==> config.mk <==
export PLATFORM = sky130hd
export DESIGN_NAME = i2s_transmitter
export DESIGN_NICKNAME = d
export VERILOG_FILES = /design/src/rtl/i2s_pkg.sv /design/src/rtl/i2s_transmitter_clkgen.sv /design/src/rtl/i2s_transmitter.sv
export SDC_FILE = /design/constraint.sdc
export NUM_CORES = 1
export LEC_CHECK = 0
export CAP_MARGIN = 20
export CORE_ASPECT_RATIO = 0.8
export CORE_MARGIN = 3
export CORE_UTILIZATION = 50
export CTS_CLUSTER_DIAMETER = 30
export DETAILED_ROUTE_END_ITERATION = 10
export GPL_ROUTABILITY_DRIVEN = 0
export PLACE_DENSITY = 0.75
export SLEW_MARGIN = 20
export SYNTH_ARGS = -nofsm -noshare
export SYNTH_HDL_FRONTEND = slang
export SYNTH_SLANG_ARGS = --single-unit
==> constraint.sdc <==
create_clock -name clk_i -period 2.3 [get_ports clk_i]
set_input_delay 0.23 -clock clk_i [delete_from_list [all_inputs] [get_ports clk_i]]
set_output_delay 0.23 -clock clk_i [all_outputs]
set_load 0.01 [all_outputs]
==> src/rtl/i2s_pkg.sv <==
// Shared I2S definitions: channel encoding, derived timing constants and
// parameter-legality rules common to the transmitter and receiver.
package i2s_pkg;

    // Word-select encoding on lrclk
    typedef enum logic {
        CH_LEFT  = 1'b0,
        CH_RIGHT = 1'b1
    } i2s_ch_e;

    // clk cycles per bclk level (half a bclk period)
    function automatic logic [7:0] i2s_half_period(input logic [7:0] div);
        return div >> 1;
    endfunction

    // bclk periods per channel slot group (half a frame)
    function automatic logic [7:0] i2s_half_frame(input logic [7:0] frame_len);
        return frame_len >> 1;
    endfunction

    // Divider even and >= 4, frame even, each half wide enough for one word
    function automatic bit i2s_params_legal(input logic [7:0] div,
                                            input logic [7:0] word_len,
                                            input logic [7:0] frame_len);
        return (div >= 8'd4) && !div[0] && !frame_len[0] &&
               (word_len >= 8'd1) && ((frame_len >> 1) >= word_len);
    endfunction

endpackage

==> src/rtl/i2s_transmitter_clkgen.sv <==
// I2S bus clock generator: divides clk_i down to bclk, counts bclk periods
// within the frame and drives lrclk. Exposes a one-cycle strobe for the
// edge on which bclk falls, together with the slot index entered there.
module i2s_transmitter_clkgen
    import i2s_pkg::*;
#(
    parameter logic [7:0] I2S_CLK_DIVISION    = 8'd14,
    parameter logic [7:0] I2S_AUDIO_FRAME_LEN = 8'd64
) (
    input  logic       clk_i,
    input  logic       rst_ni,
    input  logic       enable_i,
    output logic       bclk_o,
    output logic       lrclk_o,
    output logic       bclk_fall_o,
    output logic [7:0] slot_nxt_o
);

    localparam logic [7:0] HP_M1    = i2s_half_period(I2S_CLK_DIVISION) - 8'd1;
    localparam logic [7:0] HF       = i2s_half_frame(I2S_AUDIO_FRAME_LEN);
    localparam logic [7:0] FRAME_M1 = I2S_AUDIO_FRAME_LEN - 8'd1;

    logic [7:0] div_q, div_d;
    logic [7:0] slot_q, slot_d;
    logic       bclk_q, bclk_d;
    i2s_ch_e    lrclk_q, lrclk_d;
    // run_q low means no falling edge yet: the first fall enters slot 0
    logic       run_q, run_d;
    logic       fall;
    logic [7:0] slot_nxt;

    // Divider, slot counter and word select next-state
    always_comb begin
        div_d    = div_q;
        bclk_d   = bclk_q;
        slot_d   = slot_q;
        lrclk_d  = lrclk_q;
        run_d    = run_q;
        fall     = 1'b0;
        slot_nxt = slot_q;
        if (!enable_i) begin
            div_d   = 8'd0;
            bclk_d  = 1'b0;
            slot_d  = 8'd0;
            lrclk_d = CH_RIGHT;
            run_d   = 1'b0;
        end else begin
            if (div_q == HP_M1) begin
                div_d  = 8'd0;
                bclk_d = !bclk_q;
                fall   = bclk_q;
            end else begin
                div_d = div_q + 8'd1;
            end
            if (fall) begin
                if (!run_q || (slot_q == FRAME_M1)) begin
                    slot_nxt = 8'd0;
                end else begin
                    slot_nxt = slot_q + 8'd1;
                end
                slot_d  = slot_nxt;
                run_d   = 1'b1;
                lrclk_d = (slot_nxt >= HF) ? CH_RIGHT : CH_LEFT;
            end
        end
    end

    // Clock-generator state registers
    always_ff @(posedge clk_i) begin
        if (!rst_ni) begin
            div_q   <= 8'd0;
            slot_q  <= 8'd0;
            bclk_q  <= 1'b0;
            lrclk_q <= CH_RIGHT;
            run_q   <= 1'b0;
        end else begin
            div_q   <= div_d;
            slot_q  <= slot_d;
            bclk_q  <= bclk_d;
            lrclk_q <= lrclk_d;
            run_q   <= run_d;
        end
    end

    assign bclk_o      = bclk_q;
    assign lrclk_o     = lrclk_q;
    assign bclk_fall_o = fall;
    assign slot_nxt_o  = slot_nxt;

endmodule

==> src/rtl/i2s_transmitter.sv <==
// I2S bus master / serializer. Generates bclk/lrclk and shifts out one
// stereo PCM pair per frame, MSB first with the standard one-bclk delay.
// Optional feature macro I2S_TX_REPEAT_ON_UNDERRUN_EN: when defined, a frame
// with no new pair re-sends the last transmitted pair instead of zeros.
module i2s_transmitter
    import i2s_pkg::*;
#(
    parameter logic [7:0] I2S_CLK_DIVISION    = 8'd14,
    parameter logic [7:0] I2S_AUDIO_WORD_LEN  = 8'd24,
    parameter logic [7:0] I2S_AUDIO_FRAME_LEN = 8'd64
) (
    input  logic                          clk_i,
    input  logic                          rst_ni,
    input  logic                          enable_i,
    input  logic [I2S_AUDIO_WORD_LEN-1:0] sample_left_i,
    input  logic [I2S_AUDIO_WORD_LEN-1:0] sample_right_i,
    input  logic                          sample_valid_i,
    output logic                          sample_ready_o,
    output logic                          bclk_o,
    output logic                          lrclk_o,
    output logic                          audio_data_o,
    output logic                          underrun_o
);

    localparam int unsigned WL = I2S_AUDIO_WORD_LEN;
    localparam logic [7:0]  HF = i2s_half_frame(I2S_AUDIO_FRAME_LEN);

    if (!i2s_params_legal(I2S_CLK_DIVISION, I2S_AUDIO_WORD_LEN, I2S_AUDIO_FRAME_LEN)) begin : g_param_check
        $error("i2s_transmitter: illegal DIV/WORD/FRAME parameter combination");
    end

    logic       bclk_fall;
    logic [7:0] slot_nxt;
    logic       frame_start;
    logic       half_start;
    logic       xfer;

    i2s_transmitter_clkgen #(
        .I2S_CLK_DIVISION   (I2S_CLK_DIVISION),
        .I2S_AUDIO_FRAME_LEN(I2S_AUDIO_FRAME_LEN)
    ) u_clkgen (
        .clk_i      (clk_i),
        .rst_ni     (rst_ni),
        .enable_i   (enable_i),
        .bclk_o     (bclk_o),
        .lrclk_o    (lrclk_o),
        .bclk_fall_o(bclk_fall),
        .slot_nxt_o (slot_nxt)
    );

    logic          hold_valid_q, hold_valid_d;
    logic [WL-1:0] hold_left_q, hold_left_d;
    logic [WL-1:0] hold_right_q, hold_right_d;
    // tx_sr holds the word being serialized; its MSB is the next bit out
    logic [WL-1:0] tx_sr_q, tx_sr_d;
    logic [WL-1:0] right_sr_q, right_sr_d;
    logic          data_q, data_d;
    logic          underrun_q, underrun_d;
`ifdef I2S_TX_REPEAT_ON_UNDERRUN_EN
    logic [WL-1:0] last_left_q, last_left_d;
    logic [WL-1:0] last_right_q, last_right_d;
`endif

    assign frame_start = bclk_fall && (slot_nxt == 8'd0);
    assign half_start  = bclk_fall && ((slot_nxt == 8'd0) || (slot_nxt == HF));
    // Ready depends only on registered state, never on sample_valid_i
    assign xfer        = sample_valid_i && !hold_valid_q;

    // Handshake, frame-start load and serializer next-state
    always_comb begin
        hold_valid_d = hold_valid_q;
        hold_left_d  = hold_left_q;
        hold_right_d = hold_right_q;
        tx_sr_d      = tx_sr_q;
        right_sr_d   = right_sr_q;
        data_d       = data_q;
        underrun_d   = 1'b0;
`ifdef I2S_TX_REPEAT_ON_UNDERRUN_EN
        last_left_d  = last_left_q;
        last_right_d = last_right_q;
`endif
        if (xfer) begin
            hold_valid_d = 1'b1;
            hold_left_d  = sample_left_i;
            hold_right_d = sample_right_i;
        end
        if (!enable_i) begin
            tx_sr_d    = '0;
            right_sr_d = '0;
            data_d     = 1'b0;
        end else if (bclk_fall) begin
            // The bit leaving now is the one left over from the previous
            // slot, which yields the one-bclk delay and, when the word fills
            // the whole half, the LSB at position 0 of the next half.
            data_d = tx_sr_q[WL-1];
            if (frame_start) begin
                if (hold_valid_q) begin
                    tx_sr_d      = hold_left_q;
                    right_sr_d   = hold_right_q;
                    hold_valid_d = 1'b0;
`ifdef I2S_TX_REPEAT_ON_UNDERRUN_EN
                    last_left_d  = hold_left_q;
                    last_right_d = hold_right_q;
`endif
                end else begin
                    underrun_d = 1'b1;
`ifdef I2S_TX_REPEAT_ON_UNDERRUN_EN
                    tx_sr_d    = last_left_q;
                    right_sr_d = last_right_q;
`else
                    tx_sr_d    = '0;
                    right_sr_d = '0;
`endif
                end
            end else if (half_start) begin
                tx_sr_d = right_sr_q;
            end else begin
                tx_sr_d = tx_sr_q << 1;
            end
        end
    end

    // Datapath and handshake registers
    always_ff @(posedge clk_i) begin
        if (!rst_ni) begin
            hold_valid_q <= 1'b0;
            hold_left_q  <= '0;
            hold_right_q <= '0;
            tx_sr_q      <= '0;
            right_sr_q   <= '0;
            data_q       <= 1'b0;
            underrun_q   <= 1'b0;
`ifdef I2S_TX_REPEAT_ON_UNDERRUN_EN
            last_left_q  <= '0;
            last_right_q <= '0;
`endif
        end else begin
            hold_valid_q <= hold_valid_d;
            hold_left_q  <= hold_left_d;
            hold_right_q <= hold_right_d;
            tx_sr_q      <= tx_sr_d;
            right_sr_q   <= right_sr_d;
            data_q       <= data_d;
            underrun_q   <= underrun_d;
`ifdef I2S_TX_REPEAT_ON_UNDERRUN_EN
            last_left_q  <= last_left_d;
            last_right_q <= last_right_d;
`endif
        end
    end

    assign sample_ready_o = !hold_valid_q;
    assign audio_data_o   = data_q;
    assign underrun_o     = underrun_q;

endmodule
Word-level counts from Yosys, hierarchy flattened --
Index checks and enable logic that the tools add are counted.
Storage, ports and cells: bits in registers 118, latch bits 0, bits in writable memories 0, ROM bits 0, output and inout port bits 5, word-level logic and storage cells 52, memories kept 0
Operators by class: add/sub/neg operators 2, multiply operators 0, divide/modulo/power cells 0, order comparisons 1, equality and inequality tests 3, shifts and indexed selects 0, multiplexer cells 19, bitwise gates (word level) 2, reduce and logical (&&, ||, !) cells 13
Operators with widths (count):
- $mux 24 | 4
- $mux 8 | 5
- $add 8x1->8 const B | 2
- $eq 8x6->1 const B | 2
- $mux 1 | 10
- $eq 8x3->1 const B | 1
- $ge 8x6->1 const B | 1
- $logic_not 8->1 | 1
- $reduce_and 2->1 | 2
- $reduce_and 4->1 | 1
- $logic_and 1x1->1 | 3
- $logic_not 1->1 | 3
- $reduce_or 3->1 | 1
- $logic_or 1x1->1 | 2
- $not 1->1 | 2

Logic depth before layout (Yosys ltp) --
depth after elaboration 12, gate-level depth with buffers 10, depth with buffers taken out 8

By module --
Synthesis repeated with hierarchy kept, for this count alone.
Unflattened totals: cell total of the unflattened synthesis 680, area total of the unflattened synthesis 5278.8 µm²
Modules (own cells, without submodules):
- i2s_transmitter | times used 1, cells an instance 546, area each 4217.8 µm², seq. area each 1981.9 µm²
- i2s_transmitter_clkgen | times used 1, cells an instance 134, area each 1061.0 µm², seq. area each 380.4 µm²

Worst setup path before layout --
OpenSTA, ideal clock, no wires.
kind reg-to-reg, start point register u_clkgen.slot_q[0], end point register tx_sr_q[12], setup time 0.122 ns, arrival 2.006 ns, required time 2.178 ns, setup slack 0.172 ns, stages on the path, launching flop included 10, buffers on the path 2, cells stage by stage dfxtp_1 -> ha_1 -> and3_1 -> buf_2 -> xor2_1 -> a22oi_2 -> nand3b_4 -> and3_4 -> buf_6 -> a221o_1
On the way: word-level cells in the longest chain between the ends 12, elaborated cells on any way between the ends 15, those cells by class add/sub: 1; eq/ne: 2; mux: 7; reduce/logical: 5
Ends and longest elaborated chain:
- start, declared | RTL line i2s_transmitter_clkgen.sv:24 | logic [7:0] slot_q, slot_d;
- start signal, assigned | RTL line i2s_transmitter_clkgen.sv:78 | slot_q <= slot_d;
- parallel branches: the longest is 6 deep, another holds $add 8x1->8
- $mux 8 (*) | RTL line i2s_transmitter_clkgen.sv:41 | if (!enable_i) begin
- $eq 8x6->1 / $logic_not 8->1 (equally long branches) | RTL line i2s_transmitter.sv:65, i2s_transmitter.sv:64
- $logic_or 1x1->1 | RTL line i2s_transmitter.sv:65 | assign half_start = bclk_fall && ((slot_nxt == 8'd0) || (slot_nxt == HF));
- $logic_and 1x1->1 | RTL line i2s_transmitter.sv:65
- $mux 24 | RTL line i2s_transmitter.sv:115 | end else if (half_start) begin
- $mux 24 (*) | RTL line i2s_transmitter.sv:96 | if (frame_start) begin
- end signal, assigned | RTL line i2s_transmitter.sv:141 | tx_sr_q <= tx_sr_d;
- end, declared | RTL line i2s_transmitter.sv:55 | logic [WL-1:0] tx_sr_q, tx_sr_d;
Mark *: on every way between the ends. The select of a mux whose other input is x is not followed. A chain may end at the register's enable or synchronous reset.

Final worst setup path --
start point register u_clkgen.slot_q[1], end point register tx_sr_q[13]
Same word-level chain as after synthesis.

==> flow_summary_export.csv <==
group,metric,value,unit
yosys,synth_top_family_by_area,"simple AND/OR/NAND/NOR gates",
floorplanning,start_util,52.96,%
yosys,synth_edf_count,0,
yosys,yosys.cell_count.top_type,"nand2_1",
timing,fin_crit_sh,94.17,%
floorplanning,dieArea,0.01109,mm2
route,dr_total_vias,4308,
cells_and_area,finalNonFillerCells,760,
clock_network,clk_pin_slew,0.05,ns
timing,hold_ws,0.3714,ns
clock_network,cts.sink_count,118,
route,totalWireLength,11950,um
place,dp_cells,726,
flow_run,drv_cap,0,
yosys,synth_area_per_cell,8.485,um2
yosys,synth_cells,581,
clock_network,clk_latency,0.41,ns
yosys,synth-xor-area-share,1.777,%
worst_setup_path,path_buf_inv,0,
yosys,yosys-top-cells-area,"dfxtp_1 (48%), nand2_1 (11%), a21boi_0 (7.3%), nand3_1 (3.4%), o21ai_0 (3.4%)",
timing,max_freq,461.7,MHz
global_routing,grt-ovfl-total,0,
worst_hold_path,min_path_type,"primary input to register",
clock_network,cts_max_level,4,
clock_network,cts_root_buf,"clkbuf_16",
clock_network,cts_tree,"built",
worst_setup_path,reg2reg_depth,7,
timing,finalMaxSlewViolations,0,
global_routing,grt_pass1_vias,3909,
yosys,netlist_top_cells_count,"nand2_1 (139), dfxtp_1 (118), a21boi_0 (48)",
global_routing,grt_pass1_wl,19420,um
yosys,async_flop_share,0,%
clock_network,clockBufferDepth,2,
worst_setup_path,cp-startpoint,"u_clkgen.slot_q[1]$_SDFF_PN0_",
yosys,yosysTopAreaCell,"dfxtp_1",
cells_and_area,fillers,754,
timing,fin_ws,0.1340,ns
worst_setup_path,required,2.60,ns
worst_setup_path,slowest_stage,"dfxtp_1",
yosys,seq_area_frac_synth,47.92,%
power,power.leakage,2.317,nW
worst_setup_path,crit_path_end,"tx_sr_q[13]$_SDFFE_PN0P_",
floorplanning,die_h,94.81,um
worst_setup_path,timing.rr.end,"tx_sr_q[13]$_SDFFE_PN0P_",
cells_and_area,fin_util,67.72,%
yosys,synth_fa_ha_area_share,0.7614,%
yosys,yosys.area_share.simple,23.10,%
global_routing,grt_max_degree,50,
timing,min_period,2.166,ns
timing,skew,0.006001,ns
place,dp_slack,-0.04476,ns
worst_setup_path,max_stage_delay,0.40,ns
route,final_antenna_net_count,0,
place,dp_hpwl,7943,um
global_routing,grt_usage,22.74,%
yosys,synth-warning-count,0,
route,post_drt_wl_per_cell,15.72,um
worst_setup_path,reg2reg_slack,0.13,ns
worst_setup_path,cp.depth,7,
floorplanning,coreArea,0.009309,mm2
cells_and_area,drive_above_1_share,10.39,%
worst_setup_path,reg2reg_from,"u_clkgen.slot_q[1]$_SDFF_PN0_",
power,peakVddDrop,519.1,uV
worst_setup_path,critPathMaxFanout,13,
timing,max-slew-margin-rel,65.14,%
route,vias_per_cell,5.668,
timing,rsz0062_at_grt,"no",
yosys,synth_area,0.004930,mm2
yosys,synth_compound_area_share,22.44,%
route,drt_pre_antenna_iters,5,
floorplanning,rows,31,
route,drc,0,
outcome,outcome,"finished clean",
yosys,synth_fp_nets,636,
yosys,netlist.area_leader.share,47.92,%
floorplanning,die_x,117.0,um
timing,tns,0,ns
floorplanning,ios,57,
power,power_per_cell_area,844.4,mW/mm2
cells_and_area,nets,687,
worst_setup_path,cp-end-kind,"register",
timing,setup_viol,0,
clock_network,cts_hold_buf,0,
global_routing,grt_antenna_before_repair,0,
timing,worst_pin_slew,0.5222,ns
clock_network,cts_buffers,17,
worst_setup_path,crit_type,"register to register",
route,first_iter_violations,317,
cells_and_area,syn_to_final_growth,27.87,%
place,place.port_buffers,56,
worst_setup_path,path_delay_family,"simple AND/OR/NAND/NOR gates",
yosys,ys_types,45,
timing,hold_viol,0,
yosys,synthMuxAreaShare,0,%
yosys,ys.flop_type,"dfxtp_1",
yosys,ys_ff_latch,118,
worst_setup_path,start_kind,"register",
worst_setup_path,crit_chain,"ha_2, and3_2, xor2_1, a22oi_2, and4bb_2, a22o_1, a221o_1",
cells_and_area,num_antenna_cells,0,
worst_setup_path,crit_arrival,2.46,ns
## placed cells by master (no fill, tap or decap), drive strengths merged, types with 2 or more instances in the layout
master and count:
buf 19, xnor2 5, dfxtp 118, bufinv 5
a211oi 21, xor2 5, clkdlybuf4s50 56, nand2 139
nor2 38, a21o 2, and2 3, and4 2
inv 3, a22o 13, a221o 13, clkbuf 20
nand4 3, nand3b 2, nand3 33, o21ai 38
o2111ai 2, a21boi 48, nor4 4, a21oi 11
ha 3, a22oi 2, and3 17, nor2b 3
clkinv 6
## worst register-to-register path, delay by kind of cell, from the launching register on
family	cells	cell delay, ns
AO/OA/AOI/OAI	3	0.61
XOR/XNOR	1	0.19
adder cells (fa/ha/maj)	1	0.24
flip-flops	1	0.40
AND/OR/NAND/NOR	2	0.61
## metal layers
metal	part of all wire [%]	wire length, um	GRT usage, %	vias up
met5	0	0	0	-
met4	1.1	127	7.641	0
met3	8.0	956	5.958	14
met2	43	5089	32.34	155
met1	48	5774	33.28	2001
li1	-	-	-	2138
## metrics by stage
step                instance area [um2]  total power [mW]
floorplan                          4930             2.283
global placement                   5595             2.421
detailed placement                 5595             2.430
finish                             6304             5.322
global route                       6304             5.487
CTS                                6284             5.355
## timing repair
| item | CTS | global route |
|---|---|---|
| setup endpoints to repair | 13 | 48 |
| setup buffers | 1 | 1 |
| gates resized for setup | 1 | 5 |
| pin swaps | 1 | 2 |
## kinds of logic after synthesis
group           Yosys count
fa+ha+maj                 3
flops                   118
simple gates            249
compound gates          155
buf+inv                  46
xor+xnor                 10
## worst min-delay path by stage
stage,startpoint,endpoint,slack [ns],cells past startpoint
floorplan,sample_left_i[10],hold_left_q[10]$_SDFFE_PN0P_,0.37,2
global placement,hold_right_q[21]$_SDFFE_PN0P_,right_sr_q[21]$_SDFFE_PN0P_,0.44,2
detailed placement,hold_right_q[19]$_SDFFE_PN0P_,right_sr_q[19]$_SDFFE_PN0P_,0.45,2
CTS,sample_right_i[14],hold_right_q[14]$_SDFFE_PN0P_,0.36,3
global route,sample_right_i[23],hold_right_q[23]$_SDFFE_PN0P_,0.38,3
finish,sample_left_i[19],hold_left_q[19]$_SDFFE_PN0P_,0.37,3
## final cells by class
| class | instances | area, um2 | share of cell area, % |
|---|---|---|---|
| Inverter | 3 | 11.26 | 0.1786 |
| Timing Repair Buffer | 75 | 728.2 | 11.55 |
| Multi-Input combinational cell | 417 | 2391 | 37.93 |
| Clock inverter | 12 | 198.9 | 3.156 |
| Tap cell | 115 | 143.9 | 2.283 |
| Clock buffer | 20 | 466.7 | 7.404 |
| Sequential cell | 118 | 2364 | 37.50 |
## power by group
| group | total [mW] | internal, mW | leakage [nW] | switching [mW] |
|---|---|---|---|---|
| clock | 2.93 | 2.01 | 0.326 | 0.928 |
| sequential | 2.13 | 2.10 | 0.959 | 0.0371 |
| combinational | 0.256 | 0.135 | 1.03 | 0.121 |
## state kept, by name, summed over array words and instances, names as in the netlist
name and flops:
hold_valid_q 1, audio_data_o 1, tx_sr_q 24, u_clkgen.div_q 8, u_clkgen.lrclk_o 1, hold_left_q 24, u_clkgen.slot_q 8, u_clkgen.run_q 1
u_clkgen.bclk_o 1, hold_right_q 24, underrun_o 1, right_sr_q 24
No activity file was read; power rests on OpenSTA's default activity.
